File: config.mk
export PLATFORM = sky130hd
export DESIGN_NAME = axi_lite_wr_slave
export DESIGN_NICKNAME = d
export VERILOG_FILES = /design/src/rtl/axi_lite_wr_slave.sv
export SDC_FILE = /design/constraint.sdc
export NUM_CORES = 1
export LEC_CHECK = 0
export CAP_MARGIN = 0
export CORE_AREA = 2 2 233 235
export DETAILED_ROUTE_END_ITERATION = 7
export DIE_AREA = 0 0 235 237
export GPL_TIMING_DRIVEN = 0
export PLACE_DENSITY_LB_ADDON = 0.1
export SYNTH_ARGS = -nofsm -noshare
export SYNTH_HDL_FRONTEND = slang
export SYNTH_SLANG_ARGS = --single-unit
File: constraint.sdc
create_clock -name clk -period 6.7 [get_ports clk]
set_clock_uncertainty 0.15 [all_clocks]
set_input_delay 1.34 -clock clk [delete_from_list [all_inputs] [get_ports clk]]
set_output_delay 1.34 -clock clk [all_outputs]
set_load 0.005 [all_outputs]
File: src/rtl/axi_lite_wr_slave.sv
// AXI4-Lite write-only slave that exposes a bank of NUM_REGS 32-bit registers.
// It handles one write at a time, with byte strobes and SLVERR for addresses outside the register bank.
module axi_lite_wr_slave #(
    parameter int                    ADDR_WIDTH = 32,
    parameter int                    DATA_WIDTH = 32,
    parameter int                    NUM_REGS   = 16,
    parameter logic [ADDR_WIDTH-1:0] BASE_ADDR  = ADDR_WIDTH'(32'h4000_0000)
) (
    input  logic                           clk,
    input  logic                           reset_n,
    input  logic [ADDR_WIDTH-1:0]          axi_s_awaddr,
    input  logic                           axi_s_awvalid,
    output logic                           axi_s_awready,
    input  logic [DATA_WIDTH-1:0]          axi_s_wdata,
    input  logic [DATA_WIDTH/8-1:0]        axi_s_wstrb,
    input  logic                           axi_s_wvalid,
    output logic                           axi_s_wready,
    output logic [1:0]                     axi_s_bresp,
    output logic                           axi_s_bvalid,
    input  logic                           axi_s_bready,
    output logic [NUM_REGS*DATA_WIDTH-1:0] reg_out,
    output logic [NUM_REGS-1:0]            wr_pulse
);

    localparam int STRB_W = DATA_WIDTH / 8;
    localparam int IDX_W  = (NUM_REGS > 1) ? $clog2(NUM_REGS) : 1;

    typedef enum logic [1:0] {IDLE, HAVE_AW, HAVE_W, RESP} state_t;

    state_t                  r_state;
    state_t                  w_next;
    logic [ADDR_WIDTH-1:0]   r_awaddr;
    logic [DATA_WIDTH-1:0]   r_wdata;
    logic [STRB_W-1:0]       r_wstrb;
    logic [1:0]              r_bresp;
    logic [NUM_REGS-1:0]     r_wr_pulse;
    logic [DATA_WIDTH-1:0]   r_regs [NUM_REGS];

    logic                    w_aw_hs;
    logic                    w_w_hs;
    logic                    w_commit;
    logic [ADDR_WIDTH-1:0]   w_addr;
    logic [DATA_WIDTH-1:0]   w_data;
    logic [STRB_W-1:0]       w_strb;
    logic [ADDR_WIDTH-1:0]   w_offset;
    logic                    w_ok;
    logic [IDX_W-1:0]        w_idx;
    logic [NUM_REGS-1:0]     w_sel;

    // NOTE: every signal written here gets a default first, so no path can infer a latch.
    always_comb begin
        w_next        = r_state;
        axi_s_awready = 1'b0;
        axi_s_wready  = 1'b0;
        unique case (r_state)
            IDLE: begin
                axi_s_awready = 1'b1;
                axi_s_wready  = 1'b1;
                if (axi_s_awvalid && axi_s_wvalid) w_next = RESP;
                else if (axi_s_awvalid)            w_next = HAVE_AW;
                else if (axi_s_wvalid)             w_next = HAVE_W;
            end
            HAVE_AW: begin
                axi_s_wready = 1'b1;
                if (axi_s_wvalid) w_next = RESP;
            end
            HAVE_W: begin
                axi_s_awready = 1'b1;
                if (axi_s_awvalid) w_next = RESP;
            end
            RESP: begin
                if (axi_s_bready) w_next = IDLE;
            end
            default: w_next = IDLE;
        endcase
    end

    assign w_aw_hs  = axi_s_awvalid && axi_s_awready;
    assign w_w_hs   = axi_s_wvalid && axi_s_wready;
    assign w_commit = (w_next == RESP) && (r_state != RESP);

    // A channel that completes its handshake on the commit edge has not been captured yet, so use the live bus value.
    assign w_addr   = w_aw_hs ? axi_s_awaddr : r_awaddr;
    assign w_data   = w_w_hs  ? axi_s_wdata  : r_wdata;
    assign w_strb   = w_w_hs  ? axi_s_wstrb  : r_wstrb;

    assign w_offset = w_addr - BASE_ADDR;
    assign w_idx    = w_offset[IDX_W+1:2];
    assign w_ok     = (w_addr >= BASE_ADDR) && (w_offset[1:0] == 2'b00) &&
                      (w_offset[ADDR_WIDTH-1:2] < (ADDR_WIDTH-2)'(NUM_REGS));

    always_comb begin
        w_sel = '0;
        if (w_ok) w_sel[w_idx] = 1'b1;
    end

    // NOTE: sequential state is updated only with non-blocking assignments, so every flop samples pre-edge values.
    always_ff @(posedge clk or negedge reset_n) begin
        if (!reset_n) begin
            r_state    <= IDLE;
            r_awaddr   <= '0;
            r_wdata    <= '0;
            r_wstrb    <= '0;
            r_bresp    <= 2'b00;
            r_wr_pulse <= '0;
        end else begin
            r_state    <= w_next;
            r_wr_pulse <= w_commit ? w_sel : '0;
            if (w_aw_hs)  r_awaddr <= axi_s_awaddr;
            if (w_w_hs) begin
                r_wdata <= axi_s_wdata;
                r_wstrb <= axi_s_wstrb;
            end
            if (w_commit) r_bresp <= w_ok ? 2'b00 : 2'b10;
        end
    end

    // NOTE: the register bank is built from discrete flops, so it is reset like any other state and is not a RAM.
    always_ff @(posedge clk or negedge reset_n) begin
        if (!reset_n) begin
            for (int i = 0; i < NUM_REGS; i++) r_regs[i] <= '0;
        end else if (w_commit) begin
            for (int i = 0; i < NUM_REGS; i++) begin
                for (int b = 0; b < STRB_W; b++) begin
                    if (w_sel[i] && w_strb[b]) r_regs[i][8*b +: 8] <= w_data[8*b +: 8];
                end
            end
        end
    end

    for (genvar g = 0; g < NUM_REGS; g++) begin : g_reg_out
        assign reg_out[g*DATA_WIDTH +: DATA_WIDTH] = r_regs[g];
    end

    assign axi_s_bvalid = (r_state == RESP);
    assign axi_s_bresp  = r_bresp;
    assign wr_pulse     = r_wr_pulse;

endmodule

==> flow_summary.json <==
{
  "core_um2": 53300,
  "cts_buffer_depth": 3,
  "yosysSeqAreaShare": 0.627,
  "cts.sink_count": 599,
  "htree_num_levels": 2,
  "setup-violations-final": 0,
  "finish.utilization": 0.618,
  "final_antenna_net_count": 0,
  "peakVddDrop_uv": 230,
  "die_w_um": 235,
  "dp_cells": 2722,
  "fin_nets": 2162,
  "worst_pin_slew_ns": 0.862,
  "met1_usage": 0.319,
  "post_synth.cell_area_avg_um2": 16.9,
  "cts_resized": 0,
  "drt-vias-per-instance": 5.20,
  "ys.flop_type": "dfrtp_1",
  "first_iter_violations": 500,
  "comb_power_share": 0.180,
  "crit_arrival_ns": 4.14,
  "synth_nets": 1490,
  "final_cells": 2833,
  "buffer_ports.inserted": 604,
  "worstSetupPathType": "in -> reg",
  "period_minus_slack_ns": 3.80,
  "row_count": 85,
  "min_from": "reg_out[415]",
  "clk_pin_slew_ns": 0.06,
  "maxSlewHeadroom": 0.426,
  "wire_per_inst_um": 25.1,
  "ys_types": 38,
  "ff2ff_path_depth": 6,
  "ios": 606,
  "drt_pass1_iterations": 4,
  "cts_tree": "yes",
  "place_area_um2": 30900,
  "pwr-share-seq": 0.442,
  "gp_congestion": 0.793,
  "start_util": 0.448,
  "hold_depth": 1,
  "antenna_found_initial": 3,
  "drc": 0,
  "start_kind": "primary input",
  "ctsHoldBuffers": 0,
  "ys_warn_count": 0,
  "maxSlewViolCount": 0,
  "rsz0062_at_grt": "no",
  "grt-ovfl-total": 0,
  "postSynth.asyncResetShare": 1.00,
  "sw_frac_of_total": 0.297,
  "run_status": "completed",
  "reg2reg_to": "reg_out[307]",
  "p_int_mw": 6.25,
  "power_switching_mw": 2.64,
  "hold-worst-slack_ns": 0.336,
  "fin_area_um2": 32900,
  "postSynthCellCount": 1417,
  "ys_ff_latch": 599,
  "grt_max_degree": 121,
  "first_global_vias": 15627,
  "met2_usage": 0.421,
  "cts_root_buf": "clkbuf_16",
  "num_vias": 14739,
  "hold_viol_final": 0,
  "busiest_layer": "met2",
  "die_h_um": 237,
  "dp_hpwl_mm": 53.5,
  "min_to": "reg_out[415]",
  "use_met3": 0.0824,
  "leakage_nw": 16.4,
  "drive_gt1_frac": 0.212,
  "clk-insertion-delay-late_ns": 0.61,
  "tns_ns": 0,
  "p_clk_frac": 0.379,
  "rrSetupSlack_ns": 3.69,
  "cp.required_ns": 7.04,
  "cts_buffers": 61,
  "dieArea_um2": 55700,
  "r2r_start": "r_state[1]",
  "p_per_area_nw_per_um2": 270,
  "grt_use_total": 0.254,
  "holdCritPathClass": "reg -> reg",
  "synth_edf_count": 0,
  "cts_setup_buffers": 0,
  "grt_pass1_wl_mm": 106,
  "syn_area_um2": 23900,
  "syn_to_final_growth_pct": 37.9,
  "max_freq_mhz": 263,
  "final.period_utilization": 0.568,
  "routed_wl_mm": 71.0,
  "maxCapViolCount": 0,
  "cp_max_fo": 10,
  "end_kind": "flop"
}
[per-stage QoR]
| stage | worst slack, ns | power, mW |
|---|---|---|
| after floorplan | 3.51 | 4.96 |
| after global placement | -22.06 | 5.56 |
| after detailed placement | 2.24 | 5.61 |
| after CTS | 2.89 | 8.98 |
| after global routing | 2.72 | 9.29 |
| final | 2.90 | 8.89 |
[final cells by class]
type | count | area, µm²
repair buffers | 609 | 6190
multi-input cells | 740 | 8480
diodes | 3 | 7.51
plain buffers | 63 | 369
flip-flops and latches | 599 | 15000
inverters | 15 | 56.3
clock inverters | 20 | 211
well taps | 696 | 871
clock buffers | 88 | 1770
fillers | 4067 | 20300
[synthesized netlist by cell type (6+ instances only)]
cell      count  area [µm²]
mux2_1      353        3980
nand4_2      18         225
clkbuf_1     31         116
buf_6         6        67.6
mux2_2      224        2520
a31oi_2       7        87.6
nor3_1        7        35.0
buf_2         7        35.0
nor2_2       14        87.6
nand4_4      46         978
buf_4        12        90.1
nor2_1       16        60.1
inv_1        15        56.3
dfrtp_1     599       15000
nor4_1       12        75.1
[power groups by stage]
stage | clock network, mW | registers, mW | logic (mW)
after floorplan | 0 | 3.96 | 1.00
after global placement | 0 | 4.00 | 1.57
after detailed placement | 0 | 3.99 | 1.62
after CTS | 3.44 | 3.92 | 1.62
after global routing | 3.60 | 3.94 | 1.74
final | 3.37 | 3.92 | 1.60
[state kept, by name, indices dropped and copies added, names as in the netlist]
register	cells
reg_out	512
r_wdata	32
r_awaddr	32
r_state	2
axi_s_bresp	1
r_wstrb	4
wr_pulse	16
[cell families after synthesis]
logic type | after synthesis | synth area share
simple gates | 147 | 0.0747
flops | 599 | 0.627
other cells | 1 | 0.000157
compound gates | 10 | 0.00498
mux | 582 | 0.275
buf+inv | 78 | 0.0178
[layer usage]
layer	vias to the layer above	part of all wire
li1	6499	-
met1	7698	0.41
met5	-	0.00042
met4	4	0.029
met3	115	0.073
met2	423	0.49
[cell usage in the layout (no fill, tap or decap), drive strengths merged, types with 2 or more instances in the layout]
cell type      Yosys  layout
clkinv             0      13
bufinv             0       4
nor3               8       8
or2                2       2
dfrtp            599     599
inv               15      16
a31oi              8       8
clkbuf            31     119
nand2              2       2
and4b              2       2
mux2             577     577
nor4              12      12
diode              0       3
clkdlybuf4s50      0     603
buf               32      38
mux2i              5       5
nand3              4       4
nor4b              4       4
nor4bb             4       4
nand2b             2       2
clkinvlp           0       2
a21oi              2       2
nand4             67      67
nor2              37      37
[worst max-delay path, cell delays in order]
cell             delay, ns
clkdlybuf4s50_1       0.57
nand2b_1              0.15
buf_4                 0.19
buf_4                 0.23
a31oi_2               0.22
nor2_1                0.49
nand4_2               0.46
mux2_1                0.47
[worst max-delay path by stage]
stage | end | slack, ns | start
after floorplan | reg_out[256] | 3.51 | axi_s_awaddr[13]
after global placement | reg_out[29] | -22.06 | reset_n
after detailed placement | reg_out[307] | 2.24 | axi_s_wvalid
after CTS | reg_out[307] | 2.89 | axi_s_wvalid
after global routing | reg_out[393] | 2.72 | axi_s_awvalid
final | reg_out[393] | 2.90 | axi_s_awvalid
(Power assumes the default switching activity.)
